<file path="src/rtl/gf_pkg.sv">
// Shared types and default sizes for the branch resolution queue.
package gf_pkg;

    localparam int GF_BRQ_DEPTH  = 8;
    localparam int GF_BRQ_ADDR_W = 32;

    typedef struct packed {
        logic                     pred_taken;
        logic [GF_BRQ_ADDR_W-1:0] alt_pc;
    } brq_entry_t;

    typedef enum logic {
        BRQ_RUN   = 1'b0,
        BRQ_FLUSH = 1'b1
    } brq_state_e;

endpackage

</file>
<file path="src/rtl/gf_brq_fifo.sv">
// Circular buffer of branch entries; clear beats push/pop, head entry readable combinationally.
module gf_brq_fifo
    import gf_pkg::*;
#(
    parameter int  DEPTH   = GF_BRQ_DEPTH,
    parameter type entry_t = brq_entry_t,
    localparam int PTR_W   = $clog2(DEPTH),
    localparam int CNT_W   = $clog2(DEPTH) + 1
) (
    input  logic             clk,
    input  logic             rst,
    input  logic             push,
    input  logic             pop,
    input  logic             clear,
    input  entry_t           wr_data,
    output entry_t           rd_data,
    output logic             full,
    output logic             empty,
    output logic [CNT_W-1:0] count
);

    entry_t           mem [DEPTH];
    logic [PTR_W-1:0] head_reg;
    logic [PTR_W-1:0] tail_reg;
    logic [CNT_W-1:0] count_reg;

    always_ff @(posedge clk) begin
        if (rst || clear) begin
            head_reg  <= '0;
            tail_reg  <= '0;
            count_reg <= '0;
        end else begin
            if (push) tail_reg <= tail_reg + PTR_W'(1);
            if (pop)  head_reg <= head_reg + PTR_W'(1);
            case ({push, pop})
                2'b10:   count_reg <= count_reg + CNT_W'(1);
                2'b01:   count_reg <= count_reg - CNT_W'(1);
                default: count_reg <= count_reg;
            endcase
        end
    end

    // Storage has no reset so it can map onto distributed RAM.
    always_ff @(posedge clk) begin
        if (push && !clear && !rst) mem[tail_reg] <= wr_data;
    end

    assign rd_data = mem[head_reg];
    assign full    = (count_reg == CNT_W'(DEPTH));
    assign empty   = (count_reg == '0);
    assign count   = count_reg;

endmodule

</file>
<file path="src/rtl/gf_brq.sv">
// Branch resolution queue: in-order predicted-branch tracking, predictor update strobe and mispredict flush.
// Optional statistics counters are compiled in with GF_BRQ_STATS_EN.
module gf_brq
    import gf_pkg::*;
#(
    parameter int  DEPTH  = GF_BRQ_DEPTH,
    parameter int  ADDR_W = GF_BRQ_ADDR_W,
    localparam int CNT_W  = $clog2(DEPTH) + 1
) (
    input  logic              clk,
    input  logic              rst,
    input  logic              i_sig_push,
    input  logic              i_sig_pred_taken,
    input  logic [ADDR_W-1:0] i_dat_alt_pc,
    output logic              o_sig_full,
    output logic              o_sig_empty,
    output logic [CNT_W-1:0]  o_dat_count,
    input  logic              i_sig_resolve,
    input  logic              i_sig_act_taken,
    output logic              o_sig_cur_is_b,
    output logic              o_sig_cur_b_taken,
    output logic              o_sig_flush,
    output logic [ADDR_W-1:0] o_dat_redirect_pc,
`ifdef GF_BRQ_STATS_EN
    output logic [31:0]       o_dat_resolved_cnt,
    output logic [31:0]       o_dat_mispred_cnt,
`endif
    input  logic              i_sig_redirect_ack
);

    typedef struct packed {
        logic              pred_taken;
        logic [ADDR_W-1:0] alt_pc;
    } entry_t;

    brq_state_e        state_reg;
    logic              cur_is_b_reg;
    logic              cur_b_taken_reg;
    logic [ADDR_W-1:0] redirect_pc_reg;

    entry_t            head_entry;
    entry_t            push_entry;
    logic              fifo_full;
    logic              fifo_empty;
    logic              resolve_ok;
    logic              mispred;
    logic              push_ok;
    logic              pop_ok;

    assign push_entry = '{pred_taken: i_sig_pred_taken, alt_pc: i_dat_alt_pc};

    assign resolve_ok = (state_reg == BRQ_RUN) && i_sig_resolve && !fifo_empty;
    assign mispred    = resolve_ok && (i_sig_act_taken != head_entry.pred_taken);
    assign pop_ok     = resolve_ok && !mispred;
    // A pop in the same cycle frees the slot, so a full queue can still accept.
    assign push_ok    = (state_reg == BRQ_RUN) && i_sig_push && !mispred
                        && (!fifo_full || pop_ok);

    gf_brq_fifo #(
        .DEPTH   (DEPTH),
        .entry_t (entry_t)
    ) u_fifo (
        .clk     (clk),
        .rst     (rst),
        .push    (push_ok),
        .pop     (pop_ok),
        .clear   (mispred),
        .wr_data (push_entry),
        .rd_data (head_entry),
        .full    (fifo_full),
        .empty   (fifo_empty),
        .count   (o_dat_count)
    );

    always_ff @(posedge clk) begin
        if (rst) begin
            state_reg       <= BRQ_RUN;
            cur_is_b_reg    <= 1'b0;
            cur_b_taken_reg <= 1'b0;
            redirect_pc_reg <= '0;
        end else begin
            cur_is_b_reg    <= resolve_ok;
            cur_b_taken_reg <= resolve_ok && i_sig_act_taken;
            case (state_reg)
                BRQ_RUN: begin
                    if (mispred) begin
                        state_reg       <= BRQ_FLUSH;
                        redirect_pc_reg <= head_entry.alt_pc;
                    end
                end
                BRQ_FLUSH: begin
                    if (i_sig_redirect_ack) state_reg <= BRQ_RUN;
                end
                default: state_reg <= BRQ_RUN;
            endcase
        end
    end

`ifdef GF_BRQ_STATS_EN
    logic [31:0] resolved_cnt_reg;
    logic [31:0] mispred_cnt_reg;

    always_ff @(posedge clk) begin
        if (rst) begin
            resolved_cnt_reg <= '0;
            mispred_cnt_reg  <= '0;
        end else begin
            if (resolve_ok && resolved_cnt_reg != '1) resolved_cnt_reg <= resolved_cnt_reg + 32'd1;
            if (mispred && mispred_cnt_reg != '1)     mispred_cnt_reg  <= mispred_cnt_reg + 32'd1;
        end
    end

    assign o_dat_resolved_cnt = resolved_cnt_reg;
    assign o_dat_mispred_cnt  = mispred_cnt_reg;
`endif

    assign o_sig_full        = fifo_full;
    assign o_sig_empty       = fifo_empty;
    assign o_sig_cur_is_b    = cur_is_b_reg;
    assign o_sig_cur_b_taken = cur_b_taken_reg;
    assign o_sig_flush       = (state_reg == BRQ_FLUSH);
    assign o_dat_redirect_pc = redirect_pc_reg;

endmodule

</file>
<file path="config.mk">
export PLATFORM = sky130hd
export DESIGN_NAME = gf_brq
export DESIGN_NICKNAME = d
export VERILOG_FILES = /design/src/rtl/gf_pkg.sv /design/src/rtl/gf_brq_fifo.sv /design/src/rtl/gf_brq.sv
export SDC_FILE = /design/constraint.sdc
export NUM_CORES = 1
export LEC_CHECK = 0
export ABC_CLOCK_PERIOD_IN_PS = 7720
export CAP_MARGIN = 0
export CELL_PAD_IN_SITES_DETAIL_PLACEMENT = 1
export CELL_PAD_IN_SITES_GLOBAL_PLACEMENT = 1
export CORE_ASPECT_RATIO = 1.4
export CORE_UTILIZATION = 55
export CTS_CLUSTER_DIAMETER = 40
export DETAILED_ROUTE_END_ITERATION = 7
export DONT_BUFFER_PORTS = 1
export GPL_TIMING_DRIVEN = 1
export PLACE_DENSITY_LB_ADDON = 0.1
export SYNTH_ARGS = -nofsm -noshare
export SYNTH_HDL_FRONTEND = slang
export SYNTH_HIERARCHICAL = 1
export SYNTH_SLANG_ARGS = --single-unit
</file>
<file path="constraint.sdc">
create_clock -name clk -period 7.72 [get_ports clk]
set_input_delay 0.772 -clock clk [delete_from_list [all_inputs] [get_ports clk]]
set_output_delay 0.772 -clock clk [all_outputs]
set_load 0.01 [all_outputs]
</file>
Word-level counts from Yosys, hierarchy flattened. Memories as Yosys holds them, arrays and structs flattened. A register that Yosys moved wholly into a read port is not among the register bits. Cells that the tools add are included.

Bits in read-only memories: 0. RAM bits: 264. Word-level logic and storage cells: 44. Register bits after elaboration: 45. Latch bits: 0. Memories: 1.

Reduce and logical (&&, ||, !) cells: 19. Mux-type cells: 8. $lt $le $gt $ge: 0. Bitwise operators: 1. Div/mod/pow operators: 0. Add/sub/neg operators: 4. Shift operators: 0. Multipliers: 0. Equal/unequal tests: 4.

Memory list: u_fifo.mem (words 8, width 33, read ports 1, clocked after Yosys merged registers in 1, wr ports 1, line gf_brq_fifo.sv:22) `entry_t mem [DEPTH];`.

Operators by type and width (count): 1-bit logical AND (10); 4-bit one-hot mux with 2 select lines (1); 3-bit by 1-bit adder with 3-bit output (second input constant) (2); 3-bit 2-to-1 mux (2); 4-bit by 1-bit adder with 4-bit output (second input constant) (1); 4-bit equality test (second input constant) (1); 1-bit logical NOT (4); 4-bit logical NOT (1); 1-bit 2-to-1 mux (4); 4-bit by 1-bit subtractor with 4-bit output (second input constant) (1); 2-bit by 1-bit equality test with 1-bit output (second input constant) (1); 2-bit equality test (second input constant) (1); 1-bit logical OR (2); 1-bit one-hot mux with 2 select lines (1); 2-bit AND reduction (1); 2-bit nonzero test (1); 1-bit != test (1); 1-bit inverter (1).

Depth between registers and ports, before layout. Gate-level depths: netlist of run 1.

Depth after elaboration: 12. Gate-level depth with buffers: 15. Depth with buffers taken out: 13.

Hierarchy. The synthesis of run 1 kept the hierarchy.

By module, submodules not included: gf_brq_fifo (times used 1, area each 10591.4 um^2, cells an instance 455); gf_brq (times used 1, area each 1616.6 um^2, cells an instance 153).

Least setup slack after synthesis of run 1. Ideal clock, no wire load.

Path type: reg2reg. Start point: register with a tool-made name. End point: memory u_fifo/mem[0][0] (netlist name) (enable). Buffers on the path: 2. Cell stages (with the launch flop): 11. Path slack: 2.076 ns. Arrival time: 5.180 ns. Library setup time: 0.464 ns. Data required time: 7.256 ns. Cells stage by stage: dfxtp_1 -> buf_6 -> buf_6 -> mux4_2 -> mux2_2 -> xor2_1 -> mux2_2 -> nor3b_1 -> inv_1 -> or3_1 -> nor3_1.

RTL lines (line): end: declaration (gf_brq_fifo.sv:22).

==> metrics.cfg, run 1 <==
[status]
status = completed

[global_route]
antenna_found_initial = 0
grt_pass1_wl_mm = 35.7
grt_max_degree = 69
grt-ovfl-total = 0
grt_usage = 0.214
grt_pass1_vias = 6164

[sta]
min_period_over_period = 0.646
tns_ps = 0
finalCriticalPeriod_ps = 4980
slew-limit-headroom = 0.200
finalWorstSetupSlack_ps = 2740
worst_pin_slew_ps = 1200
skew_ps = 19.0
slew_violations = 0
fmax_mhz = 201
finalSetupViolations = 0
rsz0062_at_grt = no
hold_viol = 0

[critical_path]
start_kind = flop
crit_path_frequent_cell = mux2_2
critical_path_class = reg -> reg
cpPeakStageDelay_ps = 730
rr_worst_depth = 9
end_kind = flop
r2r_end = u_fifo/mem[0][3]
cp_cell_sequence = mux4_2, mux2_2, xor2_1, mux2_2, nor3b_1, inv_1, or3_1, nor3_2, buf_4
cp_slowest_cell = dfxtp_4
cp_max_fo = 29
r2r_slack_ps = 2740
crit_family = simple AND/OR/NAND/NOR gates
required_ps = 7860
crit_arrival_ps = 5130
path_buf_inv = 2

[min_path]
holdPathEnd = u_fifo/mem[0][23]
min_path_type = in -> reg
hp-start = i_dat_alt_pc[23]
holdPathStages = 0

[finish]
layout_common_cells = edfxtp_1, nand2b_1, mux4_2
largest_register_ffs = 264
fillers = 1786
nNetsFinal = 664
layout-drive-gt1-share = 0.264
area_delta_synth_final_pct = 11.2
final-seq-area_um2 = 8890
multiInputGateArea_um2 = 3130
antenna_cells = 0
final_common_cell = edfxtp_1

[clock_network]
cts_resized = 0
insertion_delay_ps = 510
h-tree-depth = 2
cts_setup_buffers = 0
cts_tree = done
cts_hold_buf = 0
ctsRootBufferMaster = clkbuf_16
clock_path_buffers = 3
cts_made_buffers = 35
numClockSinks = 312
clk_pin_slew_ps = 60

[die]
num_io_pins = 80
die_area_um2 = 22800
die_width_um = 128
core_area_um2 = 21800
fp-row-count = 64
fp.dieH_um = 178
start_util = 0.560

[pwr]
p_leak_uw = 0.00423
power_density_nw_per_um2 = 306
vdd_ir_drop_max_v = 0.000202

[logic_synthesis]
netlist_area_um2 = 12200
avgSynthCellArea_um2 = 20.1
yosysTopAreaCell = edfxtp_1
synth-seq-cells = 312
ys_warn_count = 6
synth-seq-area-share = 0.728
synth_fp_nets = 652
netlist.area_leader.share = 0.649
synthDistinctLibCells = 38
netlist_instances = 608
synth_area_leaders = edfxtp_1, mux4_2, dfxtp_1

[place]
port_buffers = 0
place_ws_ps = 2650
finalWeightedCongestion = 0.729
post-dp-hpwl_mm = 13.0

[route]
wirelength_mm = 23.2
drtIter0Drc = 340
wire_per_inst_um = 24.7
drc = 0
vias = 5509
firstDrtPassIters = 4
viasPerCell = 5.85
ant_nets = 0

[flow_run]
max_cap_viol_count = 0

==> worst max path at each step <==
stage	startpoint	endpoint	slack (ps)	cells after the start
floorplan	flop	u_fifo/mem[0][0]	2080	10
global placement	flop	u_fifo/mem[0][26]	2790	9
detailed placement	flop	u_fifo/mem[0][26]	2650	9
CTS	flop	u_fifo/mem[0][10]	2610	9
global route	flop	u_fifo/mem[0][10]	2360	9
finish	flop	u_fifo/mem[0][3]	2740	9
==> metrics by stage <==
step | hold slack (ps) | area, um^2 | power (uW) | std cells | util
after floorplan | 485 | 12200 | 2530 | 608 | -
after global placement | 503 | 12500 | 2600 | 880 | 0.572
after detailed placement | 507 | 12500 | 2630 | 880 | 0.572
after CTS | 343 | 13600 | 4210 | 942 | 0.623
after global routing | 343 | 13600 | 4310 | 942 | 0.623
final | 358 | 13600 | 4160 | 942 | 0.623
==> layer usage <==
metal | share of wire | up-vias | GRT usage | wire (um)
met5 | 0 | - | 0 | 0
met4 | 0.020 | 0 | 0.0662 | 473
met3 | 0.041 | 42 | 0.0384 | 960
met2 | 0.53 | 121 | 0.385 | 12400
met1 | 0.40 | 2909 | 0.262 | 9380
li1 | - | 2437 | - | -
==> synth_stat cells (all sizes together) <==
cell and count:
a2111oi 1, a21oi 2, and2 1, buf 14
clkbuf 17, dfxtp 48, dlymetal6s2s 1, edfxtp 264
ha 5, inv 1, mux2 34, mux2i 35
mux4 66, nand2 4, nand2b 67, nand3 2
nand3b 1, nor2 19, nor2b 3, nor3 2
nor3b 1, nor4 2, nor4b 2, o21ai 1
o21ba 1, o31ai 1, o41ai 1, or2 1
or3 2, or3b 1, xnor2 2, xor2 6
==> power by group <==
group / internal [uW] / leakage [uW] / switching [uW]
clock network: 916 / 0.000543 / 660
registers: 1950 / 0.00277 / 106
logic: 277 / 0.000911 / 249
total: 3140 / 0.00423 / 1010
==> kinds of logic after synthesis <==
family          synth area share
mux                        0.185
fa+ha+maj                0.00512
flops                      0.728
simple gates              0.0519
xor+xnor                 0.00574
compound gates           0.00410
buf+inv                   0.0202
==> final cells by class <==
cell class | instances | share of cell area
well taps | 297 | 0.0274
clock inverters | 20 | 0.0112
inverters | 1 | 0.000276
repair buffers | 7 | 0.00387
clock buffers | 42 | 0.0718
multi-input cells | 263 | 0.230
flip-flops and latches | 312 | 0.655
Power figures use the tool's default switching activity.
==> run 2: changes to the inputs <==
- ABC_CLOCK_PERIOD_IN_PS: 7720 -> 5000
- clock period: 7.72 -> 5 ns (I/O delays scaled with it)
==> run 2 against run 1 <==
First-iteration DRC count decreased by 22%. Largest cell class unchanged. Die area unchanged. Count of clock-buffer cells in the layout unchanged. Power increased by 58%.
==> metrics.cfg, run 2 (synthesis gave the netlist of run 1 again) <==
[place]
post-dp-hpwl_mm = 13.4  ; +3.3%
place_ws_ps = 643  ; -2010 ps
port_buffers = 0  ; unchanged
finalWeightedCongestion = 0.718  ; -1.5%

[clock_network]
cts_resized = 0  ; unchanged
h-tree-depth = 2  ; unchanged
ctsRootBufferMaster = clkbuf_16
insertion_delay_ps = 500  ; about the same
cts_hold_buf = 0  ; unchanged
clock_path_buffers = 3  ; unchanged
cts_made_buffers = 35  ; unchanged
cts_tree = done
cts_setup_buffers = 0  ; unchanged
numClockSinks = 312  ; unchanged
clk_pin_slew_ps = 60  ; about the same

[route]
wire_per_inst_um = 25.0  ; +1.2%
vias = 5540  ; +0.56%
firstDrtPassIters = 4  ; unchanged
ant_nets = 0  ; unchanged
drc = 0  ; unchanged
drtIter0Drc = 264  ; -22%
viasPerCell = 5.83  ; -0.39%
wirelength_mm = 23.7  ; +2.1%

[finish]
antenna_cells = 0  ; unchanged
nNetsFinal = 672  ; +1.2%
layout-drive-gt1-share = 0.271  ; +0.00708
area_delta_synth_final_pct = 12.4
largest_register_ffs = 264  ; unchanged
fillers = 1815  ; +1.6%
final_common_cell = edfxtp_1
post-route-util = 0.630  ; +0.00684
layout_common_cells = edfxtp_1, nand2b_1, mux4_2

[pwr]
vdd_ir_drop_max_v = 0.000297  ; +47%
power_density_nw_per_um2 = 480  ; +57%
p_leak_uw = 0.00430  ; +1.7%
totalPowerFinal_uw = 6580  ; +58%

[critical_path]
rr_worst_depth = 9  ; unchanged
cp_max_fo = 23  ; -21%
cp_slowest_cell = nor3_4
start_kind = flop
r2r_slack_ps = 650  ; -2080 ps
critical_path_class = reg -> reg
crit_arrival_ps = 4530  ; -600 ps
cpPeakStageDelay_ps = 700  ; -30 ps
cp_cell_sequence = mux4_2, mux2_2, xor2_1, mux2_2, nor3b_1, inv_1, or3_1, nor3_4, buf_12
r2r_end = u_fifo/mem[0][10]
end_kind = flop
required_ps = 5190  ; -2670 ps
crit_path_frequent_cell = mux2_2

[sta]
hold_viol = 0  ; unchanged
finalSetupViolations = 0  ; unchanged
worst_pin_slew_ps = 842  ; -356 ps
hold_ws_ps = 86.7  ; -271 ps
tns_ps = 0  ; unchanged
fmax_mhz = 230  ; +15%
skew_ps = 13.0  ; -6.03 ps
min_period_over_period = 0.870  ; +0.224
finalWorstSetupSlack_ps = 652  ; -2080 ps
finalCriticalPeriod_ps = 4350  ; -636 ps
slew_violations = 0  ; unchanged
slew-limit-headroom = 0.439  ; +0.239
rsz0062_at_grt = no

[die]
die_area_um2 = 22800  ; unchanged
fp.dieH_um = 178  ; unchanged
fp-row-count = 64  ; unchanged
core_area_um2 = 21800  ; unchanged
num_io_pins = 80  ; unchanged
die_width_um = 128  ; unchanged
start_util = 0.560  ; unchanged

[global_route]
grt_usage = 0.219  ; +0.00524
grt-ovfl-total = 0  ; unchanged
grt_max_degree = 69  ; unchanged
antenna_found_initial = 0  ; unchanged
grt_pass1_wl_mm = 36.3  ; +1.9%
grt_pass1_vias = 6200  ; +0.58%

[min_path]
hp-start = rst
min_path_type = in -> reg
holdPathEnd = o_sig_cur_is_b
holdPathStages = 1  ; +1

[flow_run]
max_cap_viol_count = 0  ; unchanged

[status]
status = completed

-- run 2: worst max-delay path by stage --
| stage | slack [ps] | cells past startpoint | to |
|---|---|---|---|
| after CTS | 610 | 9 | u_fifo/mem[0][18] |
| after detailed placement | 640 | 9 | u_fifo/mem[0][13] |
| after global placement | 830 | 9 | u_fifo/mem[0][11] |
| final | 650 | 9 | u_fifo/mem[0][10] |
| after floorplan | 240 | 10 | u_fifo/mem[4][0] |
| after global routing | 430 | 9 | u_fifo/mem[0][17] |
-- run 2: per-layer routing --
layer,vias to the layer above,wire (um),GRT usage
li1,2457,-,-
met1,2903,9580,0.274
met2,143,12700,0.390
met3,37,1050,0.0390
met4,0,423,0.0642
met5,-,0,0
-- run 2: power by group --
part	switching (uW)	total (uW)	internal, uW
sequential	135	3140	3010
combinational	426	878	452
clock	1010	2560	1550
total	1570	6580	5010
-- run 2: final cells by class --
cell class | count | area, um^2 | area share
Clock buffer | 42 | 965 | 0.0703
Sequential cell | 312 | 8890 | 0.648
Tap cell | 297 | 372 | 0.0271
Multi-Input combinational cell | 263 | 3140 | 0.229
Timing Repair Buffer | 15 | 138 | 0.0100
Inverter | 1 | 3.75 | 0.000273
Clock inverter | 21 | 214 | 0.0156
-- run 2: stage by stage --
stage,instance area [um^2],std cells
floorplan,12200,608
global placement,12500,888
detailed placement,12500,888
CTS,13700,951
global route,13700,951
finish,13700,951
-- run 2: worst max-delay path, delay by kind of cell, from the launching register on --
kind                      cells  cell delay, ps
DFF                           1             450
muxes                         3            1080
and+or+nand+nor               3            1800
buffers and inverters         2             500
xor gates and xnor gates      1             180
==> run 3: changes to the inputs <==
- HOLD_SLACK_MARGIN: unset -> 0.08
==> run 3 against run 2 <==
Worst hold slack gained 9.6 ps. Clock power is essentially flat. Clock skew up 1.6 ps. Register-to-register slack hardly changed.
==> metrics.cfg, run 3 (synthesis gave the netlist of run 1 again) <==
[route]
vias = 5624  ; +1.5%
ant_nets = 0  ; unchanged
wire_per_inst_um = 25.0  ; +0.23%
wirelength_mm = 24.2  ; +1.9%
viasPerCell = 5.82  ; -0.16%
drc = 0  ; unchanged
drtIter0Drc = 249  ; -5.7%
firstDrtPassIters = 4  ; unchanged

[clock_network]
clock_path_buffers = 3  ; unchanged
h-tree-depth = 2  ; unchanged
insertion_delay_ps = 500  ; about the same
cts_resized = 0  ; unchanged
cts_tree = done
cts_setup_buffers = 0  ; unchanged
clk_pin_slew_ps = 60  ; about the same
cts_made_buffers = 35  ; unchanged
numClockSinks = 312  ; unchanged
cts_hold_buf = 15  ; +15
ctsRootBufferMaster = clkbuf_16

[die]
die_area_um2 = 22800  ; unchanged
num_io_pins = 80  ; unchanged
fp-row-count = 64  ; unchanged
fp.dieH_um = 178  ; unchanged
die_width_um = 128  ; unchanged
start_util = 0.560  ; unchanged
core_area_um2 = 21800  ; unchanged

[place]
post-dp-hpwl_mm = 13.4  ; unchanged
finalWeightedCongestion = 0.718  ; unchanged
port_buffers = 0  ; unchanged
place_area_um2 = 12500  ; unchanged

[pwr]
power_frac_comb = 0.136  ; +0.003
p_int_uw = 5020  ; +0.16%
vdd_ir_drop_max_v = 0.000302  ; +1.6%
p_switching_uw = 1590  ; +0.79%
p_leak_uw = 0.00437  ; +1.6%
seq_power_share = 0.476  ; -0.002
p_clk_frac = 0.388  ; about the same
swShare = 0.240  ; +0.00113
power_density_nw_per_um2 = 476  ; -0.84%

[global_route]
grt_max_degree = 69  ; unchanged
grt_pass1_vias = 6288  ; +1.4%
grt-ovfl-total = 0  ; unchanged
antenna_found_initial = 0  ; unchanged
grt_pass1_wl_mm = 36.8  ; +1.2%
grt_usage = 0.222  ; +0.00310

[finish]
area_delta_synth_final_pct = 13.8
antenna_cells = 0  ; unchanged
final_common_cell = edfxtp_1
layout_common_cells = edfxtp_1, nand2b_1, mux4_2
nNetsFinal = 688  ; +2.4%
post-route-util = 0.638  ; +0.00735
fin_area_um2 = 13900  ; +1.2%
layout-drive-gt1-share = 0.264  ; -0.00646
largest_register_ffs = 264  ; unchanged

[sta]
finalSetupViolations = 0  ; unchanged
slew-limit-headroom = 0.440  ; +0.00131
fmax_mhz = 230  ; -0.13%
tns_ps = 0  ; unchanged
rsz0062_at_grt = no
slew_violations = 0  ; unchanged
skew_ps = 14.6  ; +1.60 ps
worst_pin_slew_ps = 840  ; -1.97 ps
hold_viol = 0  ; unchanged
min_period_over_period = 0.871  ; +0.00115
finalCriticalPeriod_ps = 4350  ; +5.75 ps

[critical_path]
crit_arrival_ps = 4540  ; about the same
start_kind = flop
critical_path_class = reg -> reg
end_kind = flop
cp_max_fo = 23  ; unchanged
required_ps = 5190  ; about the same

[flow_run]
max_cap_viol_count = 0  ; unchanged

[min_path]
min_path_type = in -> reg

[status]
status = completed

run 3: cell count changes in the layout (fill, tap and decap cells not counted), sizes merged:
cell         change
dlygate4sd3     +16
run 3: layout make-up:
class	count	area, um^2
Clock inverter	21	214
Timing Repair Buffer	31	298
Fill cell	1815	7890
Inverter	1	3.75
Multi-Input combinational cell	263	3140
Sequential cell	312	8890
Tap cell	297	372
Clock buffer	42	965
run 3: worst paths after layout:
path	startpoint	slack (ps)	cells after the start	endpoint
hold reg to reg	o_dat_redirect_pc[6]	520	2	o_dat_redirect_pc[6]
setup reg to reg	flop	650	9	u_fifo/mem[0][10]
setup / recovery	flop	650	9	u_fifo/mem[0][10]
hold / removal	i_dat_alt_pc[30]	100	0	u_fifo/mem[2][30]
run 3: power by group through the flow:
stage                     clock (uW)  combinational, uW  sequential (uW)
after floorplan                    0                761             3150
after global placement             0                862             3190
after detailed placement           0                890             3200
after CTS                       2610                918             3150
after global routing            2710                970             3160
final                           2560                899             3140
run 3: through the flow:
| stage | power (uW) | hold WS [ps] | instances | setup WS [ps] |
|---|---|---|---|---|
| 6_report | 6600 | 96.3 | 967 | 646 |
| 4_1_cts | 6680 | 80.0 | 966 | 609 |
| 5_1_grt | 6840 | 80.2 | 967 | 435 |
| 3_3_place_gp | 4050 | 503 | 888 | 834 |
| 3_5_place_dp | 4090 | 516 | 888 | 643 |
| 2_1_floorplan | 3910 | 485 | 608 | 240 |
run 3: worst max-delay path: stages, from the launching register on:
cell,delay [ps]
dfxtp_4,450
mux4_2,520
mux2_2,290
xor2_1,180
mux2_2,270
nor3b_1,550
inv_1,200
or3_1,560
nor3_4,700
buf_12,300
run 3: routing by layer:
| layer | wire [um] | up-vias | part of all wire | GRT usage |
|---|---|---|---|---|
| met5 | 0 | - | 0 | 0 |
| met1 | 9850 | 2965 | 0.41 | 0.277 |
| met3 | 898 | 37 | 0.037 | 0.0381 |
| met4 | 419 | 0 | 0.017 | 0.0642 |
| met2 | 13000 | 135 | 0.54 | 0.399 |
| li1 | - | 2487 | - | - |
